$ cat src/rtl/row_score_pkg.sv
// Shared types and helpers for the row score ranker.
// The state encoding and the row-score width rule live here.
package row_score_pkg;

  typedef enum logic [1:0] {
    IDLE   = 2'd0,
    SUM    = 2'd1,
    REPORT = 2'd2
  } state_e;

  // The widest row sum is 3*N, so the width must hold values 0..3*N.
  function automatic int score_width(input int n);
    return $clog2(3 * n + 1);
  endfunction

endpackage

$ cat src/rtl/row_adder.sv
// Combinational row summer: N 2-bit entries reduced by a balanced adder tree.
// The leaf level is padded with zeros up to the next power of two.
module row_adder
  import row_score_pkg::*;
#(
  parameter int N  = 10,
  parameter int SW = score_width(N)
) (
  input  logic [N-1:0][1:0] row_i,
  output logic [SW-1:0]     sum_o
);

  localparam int LV = $clog2(N);
  localparam int P  = 1 << LV;

  logic [SW-1:0] tree_s [0:LV][0:P-1];

  // Partial sums never exceed the full row sum, so SW bits suffice at every level.
  always_comb begin
    for (int l = 0; l <= LV; l++) begin
      for (int j = 0; j < P; j++) begin
        tree_s[l][j] = '0;
      end
    end
    for (int j = 0; j < N; j++) begin
      tree_s[0][j] = SW'(row_i[j]);
    end
    for (int l = 1; l <= LV; l++) begin
      for (int j = 0; j < (P >> l); j++) begin
        tree_s[l][j] = tree_s[l-1][2*j] + tree_s[l-1][2*j+1];
      end
    end
  end

  assign sum_o = tree_s[LV][0];

endmodule

$ cat src/rtl/row_score_ranker.sv
// Snapshots the N x N score matrix on a done rising edge, sums one row per cycle
// and reports the highest-scoring row (lowest index on ties) over valid/ready.
module row_score_ranker
  import row_score_pkg::*;
#(
  parameter int N  = 10,
  parameter int SW = score_width(N),
  parameter int IW = $clog2(N)
) (
  input  logic                     clk,
  input  logic                     rst,
  input  logic [N-1:0][N-1:0][1:0] matrix_in,
  input  logic                     matrix_done,
  output logic                     result_valid,
  input  logic                     result_ready,
  output logic [IW-1:0]            winner_idx,
  output logic [SW-1:0]            winner_score,
  output logic [N-1:0][SW-1:0]     row_scores,
  output logic                     busy
);

  state_e                     state_q, state_d;
  logic [N-1:0][N-1:0][1:0]   snapshot_q;
  logic                       done_q;
  logic                       pending_q;
  logic                       result_valid_q;
  logic                       busy_q;
  logic [IW-1:0]              row_ptr_q;
  logic [IW-1:0]              acc_idx_q;
  logic [SW-1:0]              acc_max_q;
  logic [IW-1:0]              winner_idx_q;
  logic [SW-1:0]              winner_score_q;
  logic [N-1:0][SW-1:0]       row_scores_q;

  logic                       start_s;
  logic                       handshake_s;
  logic                       restart_s;
  logic                       last_row_s;
  logic                       take_s;
  logic                       load_s;
  logic [SW-1:0]              row_sum_s;
  logic [SW-1:0]              max_d;
  logic [IW-1:0]              idx_d;

  row_adder #(
    .N  (N),
    .SW (SW)
  ) u_row_adder (
    .row_i (snapshot_q[row_ptr_q]),
    .sum_o (row_sum_s)
  );

  // A start seen at the handshake edge counts as pending; a restart needs done still high.
  always_comb begin
    start_s     = matrix_done & ~done_q;
    handshake_s = (state_q == REPORT) & result_valid_q & result_ready;
    restart_s   = handshake_s & (pending_q | start_s) & matrix_done;
    last_row_s  = (state_q == SUM) & (row_ptr_q == IW'(N - 1));
    take_s      = (row_sum_s > acc_max_q) | (row_ptr_q == '0);
    max_d       = take_s ? row_sum_s : acc_max_q;
    idx_d       = take_s ? row_ptr_q : acc_idx_q;
    load_s      = ((state_q == IDLE) & start_s) | restart_s;
  end

  always_ff @(posedge clk) begin
    if (rst) begin
      state_q <= IDLE;
    end else begin
      state_q <= state_d;
    end
  end

  always_comb begin
    state_d = state_q;
    case (state_q)
      IDLE: begin
        if (start_s) state_d = SUM;
        else         state_d = IDLE;
      end
      SUM: begin
        if (last_row_s) state_d = REPORT;
        else            state_d = SUM;
      end
      REPORT: begin
        if (restart_s)        state_d = SUM;
        else if (handshake_s) state_d = IDLE;
        else                  state_d = REPORT;
      end
      default: state_d = IDLE;
    endcase
  end

  // Datapath and registered outputs; reset overrides everything, even mid-SUM.
  always_ff @(posedge clk) begin
    if (rst) begin
      snapshot_q     <= '0;
      done_q         <= 1'b0;
      pending_q      <= 1'b0;
      result_valid_q <= 1'b0;
      busy_q         <= 1'b0;
      row_ptr_q      <= '0;
      acc_idx_q      <= '0;
      acc_max_q      <= '0;
      winner_idx_q   <= '0;
      winner_score_q <= '0;
      row_scores_q   <= '0;
    end else begin
      done_q         <= matrix_done;
      busy_q         <= (state_d != IDLE);
      result_valid_q <= (state_d == REPORT);

      if (handshake_s) begin
        pending_q <= 1'b0;
      end else if ((state_q != IDLE) && start_s) begin
        pending_q <= 1'b1;
      end

      if (load_s) begin
        snapshot_q <= matrix_in;
        row_ptr_q  <= '0;
        acc_max_q  <= '0;
        acc_idx_q  <= '0;
      end else if (state_q == SUM) begin
        row_scores_q[row_ptr_q] <= row_sum_s;
        acc_max_q               <= max_d;
        acc_idx_q               <= idx_d;
        row_ptr_q               <= row_ptr_q + IW'(1);
        if (last_row_s) begin
          winner_idx_q   <= idx_d;
          winner_score_q <= max_d;
        end
      end
    end
  end

  assign result_valid = result_valid_q;
  assign busy         = busy_q;
  assign winner_idx   = winner_idx_q;
  assign winner_score = winner_score_q;
  assign row_scores   = row_scores_q;

endmodule

$ cat config.mk
export PLATFORM = sky130hd
export DESIGN_NAME = row_score_ranker
export DESIGN_NICKNAME = d
export VERILOG_FILES = /design/src/rtl/row_score_pkg.sv /design/src/rtl/row_adder.sv /design/src/rtl/row_score_ranker.sv
export SDC_FILE = /design/constraint.sdc
export NUM_CORES = 1
export LEC_CHECK = 0
export CORE_ASPECT_RATIO = 1.2
export CORE_MARGIN = 2
export CORE_UTILIZATION = 40
export CTS_BUF_LIST = sky130_fd_sc_hd__clkbuf_16
export CTS_CLUSTER_SIZE = 10
export DETAILED_ROUTE_END_ITERATION = 10
export GPL_ROUTABILITY_DRIVEN = 0
export PLACE_DENSITY = 0.65
export SLEW_MARGIN = 20
export SYNTH_ARGS = -nofsm -noshare
export SYNTH_HDL_FRONTEND = slang
export SYNTH_SLANG_ARGS = --single-unit
$ cat constraint.sdc
create_clock -name clk -period 6.7 [get_ports clk]
set_input_delay 1.34 -clock clk [delete_from_list [all_inputs] [get_ports clk]]
set_output_delay 1.34 -clock clk [all_outputs]
set_load 0.05 [all_outputs]
Word-level counts from Yosys, hierarchy flattened
Index checks and enable logic that the tools add are counted.
{"block": "word_totals", "output_inout_bits": 61, "in_bits": 204, "ff_bits": 278}
{"block": "op_classes", "eq_ne": 4, "n_lt_le_gt_ge": 3, "n_mux": 12, "bitwise": 12, "n_reduce_logical": 10, "n_addsub": 10}
{"cell": "binary-select mux 20 bit (select 4 bit)", "count": 1}
{"cell": "bitwise mux 50 bit", "count": 1}
{"cell": "adder 5 bit", "count": 4}
{"cell": "demux 5 bit (select 4 bit)", "count": 1}
{"cell": "2-to-1 mux 20 bit", "count": 1}
{"cell": "adder 2 x 2 -> 3 bit", "count": 5}
{"cell": "2-to-1 mux 5 bit", "count": 2}
{"cell": "AND 1 bit", "count": 7}
{"cell": "2-to-1 mux 2 bit", "count": 3}
{"cell": "one-hot mux 2 bit (3 select lines)", "count": 1}
{"cell": "> comparator 5 bit", "count": 1}
{"cell": "< comparator 4 x 5 -> 1 bit (second input constant)", "count": 1}
{"cell": "adder 4 x 1 -> 4 bit (second input constant)", "count": 1}
{"cell": "equality test 2 bit (second input constant)", "count": 2}
{"cell": "equality test 4 bit (second input constant)", "count": 1}
{"cell": ">= comparator 4 x 1 -> 1 bit (second input constant)", "count": 1}
{"cell": "logical NOT 4 bit", "count": 1}
{"cell": "2-to-1 mux 4 bit", "count": 1}
{"cell": "nonzero test 2 bit", "count": 2}
{"cell": "OR reduction 2 bit", "count": 2}
{"cell": "bitwise OR 1 bit", "count": 3}
{"cell": "AND reduction 3 bit", "count": 1}
{"cell": "equality test 2 x 1 -> 1 bit (second input constant)", "count": 1}
{"cell": "logical AND 1 bit", "count": 2}
{"cell": "4 further kinds", "count": 5}

Depth between registers and ports, before layout
{"block": "logic_depth", "word_depth": 9, "ltp_mapped": 28, "mapped_depth_nobuf": 24}

Modules after synthesis
From an unflattened synthesis, not the netlist that was laid out.
{"block": "unflattened", "hier_cells": 1432, "hier_area_um2": 12189.2}
{"module": "row_score_ranker", "seq_area_each_um2": 5565.3, "area_per_inst_um2": 11657.4, "instances": 1, "cells_each": 1375}
{"module": "row_adder", "seq_area_each_um2": 0.0, "area_per_inst_um2": 531.8, "instances": 1, "cells_each": 57}

Least setup slack after synthesis
Ideal clock, no wire load.
{"block": "synth_path", "kind": "register to register", "from": "reg row_ptr_q[0]", "to": "reg acc_idx_q[0]", "setup_slack_ps": 635, "synth_period_minus_slack_ps": 6065, "t_required_ps": 6583, "arrival_ps": 5947, "path_stages_with_launch": 24, "setup_time_ps": 117, "path_cell_list": "dfxtp_1 > buf_4 > buf_4 > mux4_2 > nand3_1 > o21ai_0 > ha_1 > fa_1 > fa_1 > inv_1 > fa_1 > fa_1 > inv_1 > ha_1 > a21o_1 > a21oi_1 > xnor2_1 > clkbuf_1 > ha_1 > a211o_4 > o211ai_2 > buf_6 > mux2i_1 > nor2_1"}
{"block": "synth_between", "elab_chain_len": 9}
{"element": "start: declaration", "line_no": "row_score_ranker.sv:28", "text": "logic [IW-1:0] row_ptr_q;"}
{"element": "start signal: assignment", "line_no": "row_score_ranker.sv:127", "text": "row_ptr_q <= row_ptr_q + IW'(1);"}
{"element": "binary-select mux 20 bit (select 4 bit) (*)", "line_no": "row_score_ranker.sv:49", "text": ".row_i (snapshot_q[row_ptr_q]),"}
{"element": "2-to-1 mux 20 bit (implied by the code) (*)", "line_no": "row_score_ranker.sv:49"}
{"element": "adder 2 x 2 -> 3 bit", "line_no": "row_adder.sv:30", "text": "tree_s[l][j] = tree_s[l-1][2*j] + tree_s[l-1][2*j+1];"}
{"element": "adder 5 bit (2 in a row)", "line_no": "row_adder.sv:30"}
{"element": "adder 5 bit (*)", "line_no": "row_adder.sv:30"}
{"element": "via row_sum_s[4]", "line_no": "row_score_ranker.sv:41", "text": "logic [SW-1:0] row_sum_s;"}
{"element": "> comparator 5 bit (*)", "line_no": "row_score_ranker.sv:59", "text": "take_s = (row_sum_s > acc_max_q) | (row_ptr_q == '0);"}
{"element": "bitwise OR 1 bit (*)", "line_no": "row_score_ranker.sv:59"}
{"element": "2-to-1 mux 4 bit (*)", "line_no": "row_score_ranker.sv:61", "text": "idx_d = take_s ? row_ptr_q : acc_idx_q;"}
{"element": "end signal: assignment", "line_no": "row_score_ranker.sv:126", "text": "acc_idx_q <= idx_d;"}
{"element": "end: declaration", "line_no": "row_score_ranker.sv:29", "text": "logic [IW-1:0] acc_idx_q;"}
The timed path passes the listed nets; every way through them passes the cells marked *. The select of a mux whose other input is x is not followed.
A chain may end at the register's enable or synchronous reset.

Worst setup path after layout
{"block": "layout_path", "from": "reg row_ptr_q[0]", "to": "reg acc_max_q[0]"}
{"block": "layout_between", "elab_chain_len": 9}
{"element": "binary-select mux 20 bit (select 4 bit)", "line_no": "row_score_ranker.sv:49"}
{"element": "2-to-1 mux 20 bit (implied by the code)", "line_no": "row_score_ranker.sv:49"}
{"element": "adder 2 x 2 -> 3 bit", "line_no": "row_adder.sv:30"}
{"element": "adder 5 bit (3 in a row)", "line_no": "row_adder.sv:30"}
{"element": "> comparator 5 bit", "line_no": "row_score_ranker.sv:59"}
{"element": "bitwise OR 1 bit", "line_no": "row_score_ranker.sv:59"}
{"element": "2-to-1 mux 5 bit (*)", "line_no": "row_score_ranker.sv:60", "text": "max_d = take_s ? row_sum_s : acc_max_q;"}
{"element": "end signal: assignment", "line_no": "row_score_ranker.sv:125", "text": "acc_max_q <= max_d;"}
{"element": "end: declaration", "line_no": "row_score_ranker.sv:30", "text": "logic [SW-1:0] acc_max_q;"}
Every way passes the cells marked *; elsewhere a longest branch is shown, timed or not. The select of a mux whose other input is x is not followed.

==> impl_metrics.yaml <==
synth:
  postSynthAreaPerCell_sq_um: 8.30
  synth.distinct_cells: 40
  synth_nets: 1702
  netlist_area_sq_um: 12200
  ys_async_sr_fraction: 0
  synth_area_leaders: "dfxtp_1, nand2_1, a21oi_1, mux4_2, mux2i_1"
  synth_top_area_share: 0.458
  synth_most_common_cell: "nand2_1"
  synth_common_cells: "nand2_1, dfxtp_1, a21oi_1, nor2_1, buf_2"
  synth-main-ff-cell: "dfxtp_1"
  ys_ff_latch: 278
  ys_seq_area_frac: 0.458
  synth_cells: 1465
  synth_edf_count: 0
  yosysWarnings: 0
  yosysTopAreaCell: "dfxtp_1"
placement:
  hpwl_mm: 24.8
  dpl_cell_area_sq_um: 14900
  port_buffers: 264
floorplan:
  core_sq_um: 29800
  num_rows: 69
  io_pins: 265
  fp.dieW_um: 163
  initial_utilization: 0.408
  die_area_sq_um: 31800
  die_y_um: 195
final_layout:
  finish.net_count: 1904
  fillers: 2832
  fin_area_sq_um: 15900
  drive_above_1_share: 0.0668
  diodes: 0
  area_growth_syn_to_layout_pct: 30.7
hold_path:
  min_to: "row_scores[27]"
  min_path_type: "register to register"
  hold_depth: 2
  min_from: "row_scores[27]"
cts:
  clock_latency_ps: 510
  htree_levels: 2
  cts_made_buffers: 34
  clk_path_buf_depth: 3
  cts_tree: "yes"
  cts_setup_buffers: 0
  clk_pin_slew_ps: 50
  cts_sinks: 278
  cts_root_buffer: "clkbuf_16"
sta:
  max_slew_margin: 0.355
  setup_viol: 0
  grt_setup_unrepaired: "no"
  setup-tns-final_ps: 0
  whs_ps: 451
  tightest_slew_ps: 967
  finalMaxSlewViolations: 0
  period_minus_slack_ps: 6310
  skew_ps: 13.2
  hold_viol_final: 0
  fmax_mhz: 158
  post-route-period-util: 0.942
critical_path:
  cp.arrival_ps: 6680
  cp_top_family: "adder cells"
  crit_type: "register to register"
  required_ps: 7070
  reg2reg_slack_ps: 390
  worstSetupEndpointType: "register"
  r2r.worst_path.cells: 21
  crit_chain: "buf_12 > mux4_2 > inv_1 > o22ai_1 > o21ai_0 > fa_1 > inv_1 > fa_1 > inv_1 > fa_1 > fa_1 > inv_1 > ha_1 > a21o_1 > a21oi_1 > xnor2_1 > ha_1 > a211o_4 > o211ai_4 > mux2i_1 > nor2_1"
  max_stage_delay_ps: 590
  r2r-start: "row_ptr_q[0]"
  cp_max_fo: 26
  r2r-end: "acc_max_q[0]"
  worstSetupStartpointType: "register"
  cp.buffers_inverters: 5
  crit_path_top_delay_cell: "dfxtp_4"
power:
  pwr_density_cell_nw_per_um2: 266
  combPwrFrac: 0.195
  pwr-share-clk: 0.383
  p_leak_nw: 5.72
  intPower_w: 0.00305
  p_switching_w: 0.00118
  peakVddDrop_v: 0.000169
  pwr-share-seq: 0.423
  switching_share: 0.279
detailed_routing:
  drt-initial-drc-count: 881
  dr_wl_met2_mm: 16.5
  wl_per_cell_um: 17.0
  ant_nets: 0
  drc: 0
  dr_wl_met3_mm: 2.02
  top_layer: "met4"
  via_per_inst: 5.17
  dr.pass1.iters: 5
  vias: 10700
  wl_met1_mm: 15.7
  wl_mm: 35.2
run:
  maxCapViolCount: 0
grt:
  grt_max_degree: 202
  grt_pass1_vias: 10400
  gr-total-overflow: 0
  grt_pass1_wl_mm: 55.2
  antenna_found_initial: 0
  groute.usage.overall: 0.218
outcome:
  status: "finished clean"
## metrics by stage
step	std cells	util	total power, W	worst slack, ps
finish	2066	0.534	0.00423	386
global route	2066	0.534	0.00444	12.8
CTS	2066	0.533	0.00426	209
detailed placement	2021	0.501	0.00264	214
global placement	2021	0.501	0.00263	401
floorplan	1465	-	0.00233	635
## flip-flops by register name, summed over array words and instances (netlist names)
name	flops
result_valid	1
row_scores	50
state_q	2
row_ptr_q	4
done_q	1
acc_idx_q	4
busy	1
pending_q	1
snapshot_q	200
winner_score	5
acc_max_q	5
winner_idx	4
## repair_timing
item | CTS | global route
hold buffers | 0 | 0
gates resized for setup | 0 | 1
setup endpoints to repair | 0 | 9
## logic make-up after synthesis
kind of cell	synth area share
fa+ha+maj	0.0420
simple gates	0.195
xor+xnor	0.00288
buf+inv	0.0589
flops	0.458
mux	0.105
compound gates	0.139
## power by group through the flow
stage | Combinational (W) | Sequential, W | Clock [W]
finish | 0.000824 | 0.00179 | 0.00162
detailed placement | 0.000814 | 0.00182 | 0
global route | 0.000907 | 0.00180 | 0.00173
CTS | 0.000819 | 0.00179 | 0.00165
global placement | 0.000804 | 0.00182 | 0
floorplan | 0.000511 | 0.00182 | 0
## cell usage in the layout, fill, tap and decap left out, types with 2 or more instances in the layout
| cell | n |
|---|---|
| ha_1 | 20 |
| mux2i_1 | 37 |
| nor3b_1 | 2 |
| buf_4 | 18 |
| or3_4 | 2 |
| a211oi_1 | 9 |
| nand2b_1 | 4 |
| inv_1 | 46 |
| dfxtp_2 | 2 |
| xor2_1 | 3 |
| clkbuf_16 | 37 |
| fa_1 | 13 |
| mux4_2 | 40 |
| nor3_2 | 2 |
| o2bb2ai_1 | 2 |
| nor3b_2 | 2 |
| clkinv_1 | 2 |
| o22ai_1 | 4 |
| o21ai_0 | 26 |
| clkdlybuf4s50_1 | 263 |
| a21oi_1 | 266 |
| nor2b_1 | 3 |
| nand3_1 | 49 |
| nor2_1 | 62 |
| buf_12 | 2 |
| o211ai_1 | 2 |
| nand2_1 | 459 |
| dfxtp_1 | 275 |
| nor3_1 | 10 |
## layout make-up
cell class                 count  area, sq um  share of cell area
multi-input combinational   1028         5900               0.371
timing repair buffer         284         2820               0.178
clock buffer                  37          926              0.0583
inverter                      41          154             0.00968
sequential                   278         5570               0.351
tap                          390          488              0.0307
clock inverter                 8         31.3             0.00197
## routing by layer
layer	global-route usage	up-vias
li1	-	5275
met1	0.300	5002
met2	0.349	342
met3	0.0319	57
met4	0.0800	0
met5	0	-
## worst max-delay path by stage
stage / from / endpoint / slack, ps / cells past startpoint
finish: row_ptr_q[0] / acc_max_q[0] / 390 / 21
global route: row_ptr_q[0] / acc_max_q[1] / 10 / 21
CTS: row_ptr_q[0] / acc_max_q[0] / 210 / 21
detailed placement: row_ptr_q[0] / acc_max_q[0] / 210 / 21
global placement: row_ptr_q[0] / acc_idx_q[2] / 400 / 21
floorplan: row_ptr_q[0] / acc_idx_q[0] / 640 / 23
## tightest hold or removal path, cell delays in order, from the launching register on
cell and delay (ps):
dfxtp_1 300, nand2_1 50, a21oi_1 50
Power figures use the tool's default switching activity.
